File: src/rtl/ad7606_pkg.sv
// Shared types and constants for the AD7606 parallel-mode sequencer.
// Holds the FSM state enum, OS pin encodings and bus widths.
package ad7606_pkg;

  typedef enum logic [2:0] {
    ADC_RST,
    IDLE,
    CONV_LO,
    WAIT_BUSY_HI,
    WAIT_BUSY_LO,
    RD_LO,
    RD_HI
  } state_e;

  localparam logic [2:0] OS_NONE = 3'b000;
  localparam logic [2:0] OS_X2   = 3'b001;
  localparam logic [2:0] OS_X4   = 3'b010;
  localparam logic [2:0] OS_X8   = 3'b011;
  localparam logic [2:0] OS_X16  = 3'b100;
  localparam logic [2:0] OS_X32  = 3'b101;
  localparam logic [2:0] OS_X64  = 3'b110;

  localparam int DATA_W = 16;
  localparam int CH_W   = 3;

  function automatic int max2(input int a, input int b);
    return (a > b) ? a : b;
  endfunction

endpackage

File: src/rtl/ad7606_ctrl_sync.sv
// sync_2ff: 1-bit two-flop synchroniser, async active-low reset to 0.
// Ports: clk_i, rst_ni, d_i (async in), q_o (synchronised out).
module sync_2ff (
  input  logic clk_i,
  input  logic rst_ni,
  input  logic d_i,
  output logic q_o
);

  logic meta_q;
  logic sync_q;

  always_ff @(posedge clk_i or negedge rst_ni) begin
    if (!rst_ni) begin
      meta_q <= 1'b0;
      sync_q <= 1'b0;
    end else begin
      meta_q <= d_i;
      sync_q <= meta_q;
    end
  end

  assign q_o = sync_q;

endmodule

File: src/rtl/ad7606_ctrl.sv
// AD7606 sequencer: CONVST pulse, BUSY wait, NUM_CH CS/RD reads, sample stream.
// Ports: clk_i, reset_n_i, start_i, os_cfg_i | ADC pins os_o, adc_reset_o,
//   convst_o, cs_o, rd_o, busy_i, frstdata_i, db_i | ready_o, sample_o,
//   sample_ch_o, sample_valid_o, frame_done_o, err_timeout_o.
// Option AD7606_FRSTDATA_CHECK_EN adds sticky err_frst_o.
module ad7606_ctrl
  import ad7606_pkg::*;
#(
  parameter int NUM_CH        = 8,
  parameter int RST_CYC       = 8,
  parameter int CONVST_LO_CYC = 2,
  parameter int RD_LO_CYC     = 3,
  parameter int RD_HI_CYC     = 2,
  parameter int BUSY_TO_CYC   = 40000
) (
  input  logic              clk_i,
  input  logic              reset_n_i,
  input  logic              start_i,
  input  logic [2:0]        os_cfg_i,
  output logic [2:0]        os_o,
  output logic              adc_reset_o,
  output logic              convst_o,
  output logic              cs_o,
  output logic              rd_o,
  input  logic              busy_i,
  input  logic              frstdata_i,
  input  logic [DATA_W-1:0] db_i,
  output logic              ready_o,
  output logic [DATA_W-1:0] sample_o,
  output logic [CH_W-1:0]   sample_ch_o,
  output logic              sample_valid_o,
  output logic              frame_done_o,
  output logic              err_timeout_o
`ifdef AD7606_FRSTDATA_CHECK_EN
  ,
  output logic              err_frst_o
`endif
);

  localparam int CMAX = max2(max2(BUSY_TO_CYC, RST_CYC),
                        max2(CONVST_LO_CYC, max2(RD_LO_CYC, RD_HI_CYC)));
  localparam int TW = $clog2(CMAX + 1);

  state_e state_q, state_d;
  logic [TW-1:0] cnt_q, cnt_d;
  logic [3:0] ch_q, ch_d;
  logic [3:0] ch_inc;
  logic busy_s;

  logic convst_q, convst_d;
  logic cs_q, cs_d;
  logic rd_q, rd_d;
  logic adc_rst_q, adc_rst_d;
  logic [2:0] os_q, os_d;
  logic ready_q, ready_d;
  logic [DATA_W-1:0] smp_q, smp_d;
  logic [CH_W-1:0] sch_q, sch_d;
  logic vld_q, vld_d;
  logic done_q, done_d;
  logic to_q, to_d;
  logic frst_q, frst_d;

  sync_2ff u_busy_sync (
    .clk_i  (clk_i),
    .rst_ni (reset_n_i),
    .d_i    (busy_i),
    .q_o    (busy_s)
  );

  assign ch_inc = ch_q + 4'd1;

  always_comb begin
    state_d   = state_q;
    cnt_d     = cnt_q + TW'(1);
    ch_d      = ch_q;
    convst_d  = convst_q;
    cs_d      = cs_q;
    rd_d      = rd_q;
    adc_rst_d = adc_rst_q;
    os_d      = os_q;
    smp_d     = smp_q;
    sch_d     = sch_q;
    vld_d     = 1'b0;
    done_d    = 1'b0;
    to_d      = to_q;
    frst_d    = frst_q;

    unique case (state_q)
      ADC_RST: begin
        if (cnt_q == TW'(RST_CYC - 1)) begin
          adc_rst_d = 1'b0;
          cnt_d     = '0;
          state_d   = IDLE;
        end
      end
      IDLE: begin
        // ready_q already implies IDLE; it lags entry by one cycle.
        if (ready_q && start_i) begin
          os_d     = os_cfg_i;
          to_d     = 1'b0;
          frst_d   = 1'b0;
          convst_d = 1'b0;
          cnt_d    = '0;
          state_d  = CONV_LO;
        end
      end
      CONV_LO: begin
        if (cnt_q == TW'(CONVST_LO_CYC - 1)) begin
          convst_d = 1'b1;
          cnt_d    = '0;
          state_d  = WAIT_BUSY_HI;
        end
      end
      WAIT_BUSY_HI: begin
        if (busy_s) begin
          cnt_d   = '0;
          state_d = WAIT_BUSY_LO;
        end else if (cnt_q == TW'(BUSY_TO_CYC - 1)) begin
          to_d      = 1'b1;
          adc_rst_d = 1'b1;
          cnt_d     = '0;
          state_d   = ADC_RST;
        end
      end
      WAIT_BUSY_LO: begin
        if (!busy_s) begin
          cs_d    = 1'b0;
          rd_d    = 1'b0;
          ch_d    = '0;
          cnt_d   = '0;
          state_d = RD_LO;
        end else if (cnt_q == TW'(BUSY_TO_CYC - 1)) begin
          to_d      = 1'b1;
          adc_rst_d = 1'b1;
          cnt_d     = '0;
          state_d   = ADC_RST;
        end
      end
      RD_LO: begin
        if (cnt_q == TW'(RD_LO_CYC - 1)) begin
          smp_d   = db_i;
          sch_d   = ch_q[CH_W-1:0];
          vld_d   = 1'b1;
          rd_d    = 1'b1;
          cnt_d   = '0;
          state_d = RD_HI;
`ifdef AD7606_FRSTDATA_CHECK_EN
          if ((ch_q == 4'd0) != frstdata_i) frst_d = 1'b1;
`endif
        end
      end
      RD_HI: begin
        if (cnt_q == TW'(RD_HI_CYC - 1)) begin
          cnt_d = '0;
          ch_d  = ch_inc;
          if (ch_inc == 4'(NUM_CH)) begin
            cs_d    = 1'b1;
            done_d  = 1'b1;
            state_d = IDLE;
          end else begin
            rd_d    = 1'b0;
            state_d = RD_LO;
          end
        end
      end
      default: begin
        adc_rst_d = 1'b1;
        cnt_d     = '0;
        state_d   = ADC_RST;
      end
    endcase

    ready_d = (state_q == IDLE) && (state_d == IDLE);
  end

  always_ff @(posedge clk_i or negedge reset_n_i) begin
    if (!reset_n_i) begin
      state_q   <= ADC_RST;
      cnt_q     <= '0;
      ch_q      <= '0;
      convst_q  <= 1'b1;
      cs_q      <= 1'b1;
      rd_q      <= 1'b1;
      adc_rst_q <= 1'b1;
      os_q      <= OS_NONE;
      ready_q   <= 1'b0;
      smp_q     <= '0;
      sch_q     <= '0;
      vld_q     <= 1'b0;
      done_q    <= 1'b0;
      to_q      <= 1'b0;
      frst_q    <= 1'b0;
    end else begin
      state_q   <= state_d;
      cnt_q     <= cnt_d;
      ch_q      <= ch_d;
      convst_q  <= convst_d;
      cs_q      <= cs_d;
      rd_q      <= rd_d;
      adc_rst_q <= adc_rst_d;
      os_q      <= os_d;
      ready_q   <= ready_d;
      smp_q     <= smp_d;
      sch_q     <= sch_d;
      vld_q     <= vld_d;
      done_q    <= done_d;
      to_q      <= to_d;
      frst_q    <= frst_d;
    end
  end

  assign os_o           = os_q;
  assign adc_reset_o    = adc_rst_q;
  assign convst_o       = convst_q;
  assign cs_o           = cs_q;
  assign rd_o           = rd_q;
  assign ready_o        = ready_q;
  assign sample_o       = smp_q;
  assign sample_ch_o    = sch_q;
  assign sample_valid_o = vld_q;
  assign frame_done_o   = done_q;
  assign err_timeout_o  = to_q;

`ifdef AD7606_FRSTDATA_CHECK_EN
  assign err_frst_o = frst_q;
`else
  logic unused_frst;
  assign unused_frst = frstdata_i | frst_q;
`endif

endmodule
File: config.mk
export PLATFORM = sky130hd
export DESIGN_NAME = ad7606_ctrl
export DESIGN_NICKNAME = d
export VERILOG_FILES = /design/src/rtl/ad7606_pkg.sv /design/src/rtl/ad7606_ctrl_sync.sv /design/src/rtl/ad7606_ctrl.sv
export SDC_FILE = /design/constraint.sdc
export NUM_CORES = 1
export LEC_CHECK = 0
export CORE_MARGIN = 2
export CORE_UTILIZATION = 35
export DETAILED_ROUTE_END_ITERATION = 6
export GPL_ROUTABILITY_DRIVEN = 0
export PLACE_DENSITY = 0.7
export SETUP_SLACK_MARGIN = 0.1
export SLEW_MARGIN = 20
export SYNTH_ARGS = -nofsm -noshare
export SYNTH_HDL_FRONTEND = slang
export SYNTH_SLANG_ARGS = --single-unit
File: constraint.sdc
create_clock -name clk_i -period 3.4 [get_ports clk_i]
set_clock_uncertainty 0.15 [all_clocks]
set_input_delay 0.51 -clock clk_i [delete_from_list [all_inputs] [get_ports clk_i]]
set_output_delay 0.51 -clock clk_i [all_outputs]
set_load 0.02 [all_outputs]
After elaboration in Yosys (flattened, before gate mapping)
Cells that the tools add are included.
- output and inout bits: 30
- flip-flop bits (word level): 55
- logic and storage cells: 104
- eq/ne operators: 22
- mux-type cells: 46
- reductions and logical operators: 17
- add/subtract/negate cells: 2
- bitwise gates (word level): 1
- operator list (cell ; count):
    $mux 16 ; 7
    $pmux 16 s6 ; 1
    $mux 3 ; 9
    $pmux 3 s7 ; 1
    $mux 1 ; 20
    $ne 2x2->1 const B ; 9
    $add 16x1->16 const B ; 1
    $eq 16x1->1 const B ; 1
    $eq 16x16->1 const B ; 1
    $eq 16x2->1 const B ; 1
    $eq 16x3->1 const B ; 1
    $reduce_and 4->1 ; 3
    $eq 3x3->1 const B ; 3
    $mux 4 ; 2
    $pmux 4 s2 ; 1
    $eq 3x1->1 const B ; 2
    $eq 3x2->1 const B ; 2
    $pmux 1 s3 ; 2
    $reduce_and 3->1 ; 2
    $reduce_bool 3->1 ; 2
    $reduce_and 5->1 ; 1
    $add 4x1->4 const B ; 1
    $eq 4x4->1 const B ; 1
    $pmux 1 s2 ; 2
    other kinds (9) ; 12

Logic depth before layout (Yosys ltp)
Gate-level depths: netlist (run 1).
- word-level depth: 7
- depth in mapped cells: 9
- depth with buffers taken out: 7

Hierarchy
From an unflattened synthesis (run 1), not the netlist that was laid out.
- cell total of the unflattened synthesis: 252
- area total of the unflattened synthesis: 2750.1 um^2
- by module, submodules not included (module ; cells an instance ; area an instance (um^2) ; seq. area each (um^2) ; instances):
    ad7606_ctrl ; 250 ; 2700.1 ; 1331.3 ; 1
    sync_2ff ; 2 ; 50.0 ; 50.0 ; 1

Worst setup path after synthesis (run 1)
No wires, ideal clock.
- kind: register to register
- start: register cnt_q[10]
- end: register cnt_q[14]
- period minus slack after synthesis: 2433 ps
- path slack: 967 ps
- stages on the path, launching flop included: 7
- arrival time: 2164 ps
- cells stage by stage: dfrtp_1 > or4_4 > nor4b_4 > a31oi_4 > nor4b_4 > buf_6 > nor2_1
- longest elaborated chain between the ends: 4
- elaborated cells on any way between the ends: 13
- classes of those cells: add/sub: 1; eq/ne: 4; mux: 8
- ends and longest elaborated chain (item ; RTL line ; source):
    from (decl) ; ad7606_ctrl.sv:45 ; logic [TW-1:0] cnt_q, cnt_d;
    from (signal assigned) ; ad7606_ctrl.sv:195 ; cnt_q <= cnt_d;
    $add 16x1->16 or $eq 16x16->1 (tied branches) ; ad7606_ctrl.sv:74, ad7606_ctrl.sv:118, ad7606_ctrl.sv:132 ;
    $mux 16 ; ad7606_ctrl.sv:118, ad7606_ctrl.sv:132 ;
    $mux 16 (on tied branches) ; ad7606_ctrl.sv:126, ad7606_ctrl.sv:115 ;
    $pmux 16 s6 * ; ad7606_ctrl.sv:88 ; unique case (state_q)
    via cnt_d[14] ; ad7606_ctrl.sv:45 ;
Mark *: on every way through the listed nets, which the timed path passes. The rest lies on a longest branch.
A chain may end at the register's enable or synchronous reset.

Worst setup path after layout (run 1)
- start: register cnt_q[10]
- end: register smp_q[15], in the netlist sample_o[15]
- longest elaborated chain between the ends: 2
- ends and longest elaborated chain (item ; RTL line ; source):
    $eq 16x2->1 ; ad7606_ctrl.sv:140 ; if (cnt_q == TW'(RD_LO_CYC - 1)) begin
    $reduce_and 2->1 (no source line) ; -- ;
    to (signal assigned) ; ad7606_ctrl.sv:203 ; smp_q <= smp_d;
    to (decl) ; ad7606_ctrl.sv:56 ; logic [DATA_W-1:0] smp_q, smp_d;
No other way between the ends.

==> summary.txt, run 1 <==
Route
  – Vias: 2108
  – Drt first pass iters: 4
  – WL/cell: about 14 um
  – Final WL: approximately 5700 um
  – DR iter-0 viols: 126
  – Final ANT Viol Nets: 0
  – DRC Markers: 0
  – Routed vias/inst: 5.04

STA
  – Crit path time final: 2670 ps
  – Slew @ Worst Pin: roughly 520 ps
  – Unrepaired setup endpoints after global routing: no
  – Setup_tns: 0 ps
  – Max Fclk: 375 MHz
  – Setup violations, final: 0
  – Slew margin rel.: 65.5%
  – Worst hold slack: 208 ps
  – Final Max Tran Viols: 0
  – Final hold vios: 0
  – Period utilization: 78.5%

Synthesis
  – Yosys top cell area share: 45.6%
  – Leading area contributor after synthesis: dfrtp_1
  – Number of library cell types mapped by synthesis: between 40 and 50
  – YS warnings: 0
  – Avg Inst Size Synth: 10.8 sq um
  – Syn Nets: between 200 and 300
  – Most frequent cell after synthesis: dfrtp_1
  – Post-synth top flop: dfrtp_1
  – Synth cell count leaders: dfrtp_1 (51), nor2_1 (32), mux2_2 (22)
  – Mapped cell area: 2800 sq um
  – Post-synth ARST share: 100%
  – Post-synth EDFFs: 0
  – Syn Inst Count: 260
  – #FFs+latches synth: 55
  – Most area-consuming cells after synthesis: dfrtp_1 (46%), mux2_2 (8.8%), nor2_1 (4.3%), dfstp_2 (3.8%), ha_1 (3.6%)
  – Sequential share of the synthesized area: between 40% and 50%

Clock tree
  – Later-pin clock latency in the skew report: 300 ps
  – CTS Buffer Depth: 2
  – CTS tree: yes
  – Root Buffer: clkbuf_8
  – Post-CTS setup buffer count: 0
  – TritonCTS Buffers: 5
  – H-tree levels: 2
  – CTS sink count: 55
  – Clock transition at the registers of the reported paths: 100 ps

Floorplan
  – Die Y-Extent: ~93 um
  – Overall die width: 93.4 um
  – Initial core utilization: 36.2%
  – Row Count: 32
  – Core area: about 7700 sq um
  – Top Ports: 54
  – Die area: 8730 sq um

GRT
  – First-pass GRT wire length: 9520 um
  – Initial antenna violation count: 0
  – Largest net degree at the start of global routing: slightly above 40
  – Routing usage on met3: 2.82%
  – GR peak layer: met2
  – Vias in the first global route: 2056
  – Met1 GRT Util: between 10% and 20%
  – Met2 usage: 22.2%
  – Grt ovf: 0
  – GRT Overall Usage: a little over an eighth

Setup path
  – CP Data Arrival Time: 2710 ps
  – Slowest stage delay, CP: 610 ps
  – CP Class: flip-flop to flip-flop
  – Crit start category: flip-flop
  – Crit-path max FO: 14
  – Buffer and inverter count on the worst path: 1
  – Family with the most delay on the worst path: simple AND/OR/NAND/NOR gates
  – Required time worst endpoint: between 3000 and 4000 ps
  – Worst path slowest cell: or4_4
  – Crit-path cells: or4_4 -> nor4_1 -> nor2b_2 -> buf_4 -> mux2_2
  – Element type at the critical path end: flip-flop

Run status
  – Status: finished clean

Final layout
  – Share of layout cells above drive strength 1: 15.2%
  – Nets: 347
  – Area Overhead vs Synth: 26.5%
  – Non-Filler Instances: 418
  – Antenna cells: 0

Flow run
  – Number of max-cap violations: 0

Placed design
  – Cells after DPL: 409
  – DP HPWL: 4100 um
  – IO buf count: 52

Pwr
  – Pwr Density: 695 nW/um^2
  – Peak supply drop: around 290 uV
  – Leakage power total: 1.53 nW

Min path
  – HP Class: flip-flop to flip-flop
## state kept, by name (all words and copies together) (netlist names)
name / count
cnt_q: 16
sample_o: 16
ch_q: 4
os_o: 3
sample_ch_o: 3
state_q: 3
adc_reset_o: 1
convst_o: 1
cs_o: 1
err_timeout_o: 1
frame_done_o: 1
rd_o: 1
ready_o: 1
sample_valid_o: 1
u_busy_sync.meta_q: 1
u_busy_sync.q_o: 1
## repair_timing
action	in CTS	in global routing
resized for setup	0	0
hold buffers	1	0
hold endpoints to repair	13	0
## stage by stage
stage | utilization [%] | setup WS, ps | cell area (sq um) | power (mW)
floorplan | - | 967 | 2800 | 1.70
global placement | 44.4 | 764 | 3430 | 2.07
detailed placement | 44.4 | 745 | 3430 | 2.10
CTS | 45.9 | 714 | 3540 | 2.49
global route | 45.9 | 577 | 3540 | 2.64
finish | 45.9 | 731 | 3540 | 2.46
## routing by layer
| layer | up-vias | routed length (um) |
|---|---|---|
| met4 | 0 | 40 |
| met3 | 6 | 177 |
| li1 | 1030 | - |
| met2 | 39 | 2770 |
| met5 | - | 0 |
| met1 | 1033 | 2670 |
## kinds of logic after synthesis
logic type	count (synthesis)	share of synthesized area, %
buffers and inverters	17	2.68
xor gates and xnor gates	16	5.00
and+or+nand+nor	102	20.4
DFF	55	49.3
AOI/OAI and AO/OA	37	9.12
adders and majority gates	8	3.57
muxes	25	9.92
## report_power, final
| group | leakage [nW] | total, mW | internal [mW] | switching [mW] |
|---|---|---|---|---|
| Clock | 0.0474 | 0.382 | 0.167 | 0.215 |
| Sequential | 0.726 | 0.944 | 0.813 | 0.131 |
| Combinational | 0.760 | 1.14 | 0.550 | 0.587 |
| Total | 1.53 | 2.46 | 1.53 | 0.932 |
## final cells by class
class,count,area [sq um]
clock buffers,6,82.6
clock inverters,2,16.3
fillers,737,4180
inverters,7,26.3
multi-input cells,188,1350
flip-flops and latches,55,1380
well taps,102,128
repair buffers,58,563
## final timing paths
kind	to	slack (ps)	start	cells past startpoint
max in group asynchronous	rd_o$_DFFE_PN1P_	1760	reset_n_i	3
worst max-delay path	sample_o[15]$_DFFE_PN0P_	730	cnt_q[10]$_DFF_PN0_	5
worst min register to register	u_busy_sync.q_o$_DFF_PN0_	210	u_busy_sync.meta_q$_DFF_PN0_	0
worst max register to register	sample_o[15]$_DFFE_PN0P_	730	cnt_q[10]$_DFF_PN0_	5
worst min-delay path	u_busy_sync.q_o$_DFF_PN0_	210	u_busy_sync.meta_q$_DFF_PN0_	0
min in group asynchronous	ready_o$_DFF_PN0_	500	reset_n_i	2
## cell usage in the layout (no fill, tap or decap), drive strengths merged, types with 3 or more instances in the layout
master,count
dfrtp,51
nor3,6
clkbuf,6
inv,7
clkdlybuf4s50,51
xor2,9
nand4,6
a21oi,10
mux2,22
nor2b,4
nand2b,4
xnor2,7
a31oi,3
nand2,21
nor2,32
or4,4
or3,3
mux2i,3
dfstp,4
ha,8
o21ai,7
nand3,4
and3,6
buf,6
(Power assumes the default switching activity.)
==> run 2, diff against run 1 <==
Clock period 3.4 ns to 2.8 ns, I/O delays scaled along.
==> summary.txt, run 2 (synthesis results as in run 1) <==
Route
  – Met3 WL: 190 um (was 177 um)
  – WL/cell: 13.3 um (was 13.5 um)
  – Final ANT Viol Nets: 0 (unchanged)
  – Vias: 2117 (was 2108)
  – Met2 routed wirelength: 2780 um (was 2770 um)
  – Final WL: 5630 um (was 5660 um)
  – Drt first pass iters: 4 (unchanged)
  – Routed vias/inst: 5.00 (was 5.04)
  – DRC Markers: 0 (unchanged)
  – Highest Signal Layer: met4 (unchanged)
  – WL met1: 2600 um (was 2670 um)
  – DR iter-0 viols: 90 (was 126)

Min path
  – Worst Hold Launch: u_busy_sync.meta_q$_DFF_PN0_ (unchanged)
  – Hold Path Stages: 0 (unchanged)
  – HP Class: flip-flop to flip-flop (unchanged)

Placed design
  – Area post-placement: 3480 sq um (was 3430 sq um)
  – IO buf count: 52 (unchanged)
  – DP HPWL: 4140 um (was 4100 um)

Setup path
  – Crit-path cells: or4b_1 -> nor4_4 -> buf_4 -> nor3_1 -> or4_1 -> o21bai_1 (was or4_4 -> nor4_1 -> nor2b_2 -> buf_4 -> mux2_2)
  – Worst path depth: 6 (was 5)
  – Worst setup path endpoint: state_q[1]$_DFF_PN0_ (was sample_o[15]$_DFFE_PN0P_)
  – Reg2Reg Launch Point: cnt_q[2]$_DFF_PN0_ (was cnt_q[10]$_DFF_PN0_)
  – Crit path launch: cnt_q[2]$_DFF_PN0_ (was cnt_q[10]$_DFF_PN0_)
  – Element type at the critical path end: flip-flop (unchanged)
  – R2R Setup Slk: 270 ps (was 730 ps)
  – Slowest stage delay, CP: 600 ps (was 610 ps)
  – Cells on worst reg2reg path: 6 (was 5)
  – CP Class: flip-flop to flip-flop (unchanged)
  – Worst path slowest cell: or4b_1 (was or4_4)
  – RR Endpoint: state_q[1]$_DFF_PN0_ (was sample_o[15]$_DFFE_PN0P_)
  – Crit start category: flip-flop (unchanged)
  – Buffer and inverter count on the worst path: 1 (unchanged)
  – Family with the most delay on the worst path: simple AND/OR/NAND/NOR gates (unchanged)
  – CP Data Arrival Time: 2580 ps (was 2710 ps)
  – Crit-path max FO: 8 (was 14)
  – Required time worst endpoint: 2860 ps (was 3440 ps)

Final layout
  – Post-route cell area: 3620 sq um (was 3540 sq um)
  – Antenna cells: 0 (unchanged)
  – Area Overhead vs Synth: 29.4% (was 26.5%)
  – Share of layout cells above drive strength 1: 16.5% (was 15.2%)
  – Nets: 352 (was 347)
  – Commonest non-fill, non-tap cells in the layout: dfrtp_1 (51), clkdlybuf4s50_1 (51), nor2_1 (32) (unchanged)

GRT
  – Grt ovf: 0 (unchanged)
  – Initial antenna violation count: 0 (unchanged)
  – GRT Overall Usage: 13.6% (was 13.4%)
  – First-pass GRT wire length: 9690 um (was 9520 um)
  – Largest net degree at the start of global routing: 22 (was 41)
  – Vias in the first global route: 2129 (was 2056)

Floorplan
  – Die Y-Extent: 93.4 um (unchanged)
  – Overall die width: 93.4 um (unchanged)
  – Core area: 7730 sq um (unchanged)
  – Initial core utilization: 36.2% (unchanged)
  – Top Ports: 54 (unchanged)
  – Die area: 8730 sq um (unchanged)
  – Row Count: 32 (unchanged)

STA
  – Crit path time final: 2530 ps (was 2670 ps)
  – Slew @ Worst Pin: 508 ps (was 517 ps)
  – Unrepaired setup endpoints after global routing: no (unchanged)
  – Max Fclk: 396 MHz (was 375 MHz)
  – Final hold vios: 0 (unchanged)
  – Final Max Tran Viols: 0 (unchanged)
  – Setup_tns: 0 ps (unchanged)
  – Setup violations, final: 0 (unchanged)
  – Period utilization: 90.2% (was 78.5%)
  – Slew margin rel.: 66.1% (was 65.5%)

Flow run
  – Number of max-cap violations: 0 (unchanged)

Clock tree
  – CTS sink count: 55 (unchanged)
  – H-tree levels: 2 (unchanged)
  – TritonCTS Buffers: 5 (unchanged)
  – CTS tree: yes (unchanged)
  – Later-pin clock latency in the skew report: 310 ps (was 300 ps)
  – CTS Buffer Depth: 2 (unchanged)
  – Root Buffer: clkbuf_8 (unchanged)
  – Clock transition at the registers of the reported paths: 100 ps (about the same)

Pwr
  – Leakage power total: 1.57 nW (was 1.53 nW)
  – Peak supply drop: 345 uV (was 291 uV)
  – Pwr Density: 866 nW/um^2 (was 695 nW/um^2)

Run status
  – Status: finished clean (unchanged)
[run 2: through the flow]
stage	setup WS (ps)	total power [mW]	util, %	cells	hold WS (ps)
final	274	3.14	46.9	423	225
after global routing	119	3.35	46.9	423	239
after CTS	221	3.15	46.6	421	228
after detailed placement	233	2.60	45.1	412	204
after global placement	249	2.58	45.1	412	186
after floorplan	367	2.06	-	260	-25.6
[run 2: final cells by class]
class	count	area (sq um)
Fill cell	717	4100
Sequential cell	55	1380
Multi-Input combinational cell	188	1350
Timing Repair Buffer	63	626
Tap cell	102	128
Clock buffer	6	72.6
Clock inverter	2	38.8
Inverter	7	26.3
[run 2: how the worst min path moves through the flow]
| stage | slack [ps] | end |
|---|---|---|
| floorplan | -30 | ch_q[0]$_DFFE_PN0P_ |
| global placement | 190 | u_busy_sync.q_o$_DFF_PN0_ |
| detailed placement | 200 | u_busy_sync.q_o$_DFF_PN0_ |
| CTS | 230 | u_busy_sync.q_o$_DFF_PN0_ |
| global route | 240 | u_busy_sync.q_o$_DFF_PN0_ |
| finish | 220 | u_busy_sync.q_o$_DFF_PN0_ |
[run 2: power breakdown]
part / total, mW / internal [mW] / switching (mW)
registers: 1.14 / 0.987 / 0.156
clock network: 0.529 / 0.271 / 0.259
logic: 1.47 / 0.740 / 0.726
[run 2: what timing repair did]
action,in CTS,in global routing
buffers inserted,0,2
endpoints found under the setup margin,0,21
hold endpoints to repair,18,0
hold buffers,1,0
resized for setup,0,1
[run 2: routing by layer]
metal,track usage (%),up-vias
met3,3.22,6
met4,3.55,0
met1,16.7,1042
met5,0,-
met2,23.8,33
li1,-,1036
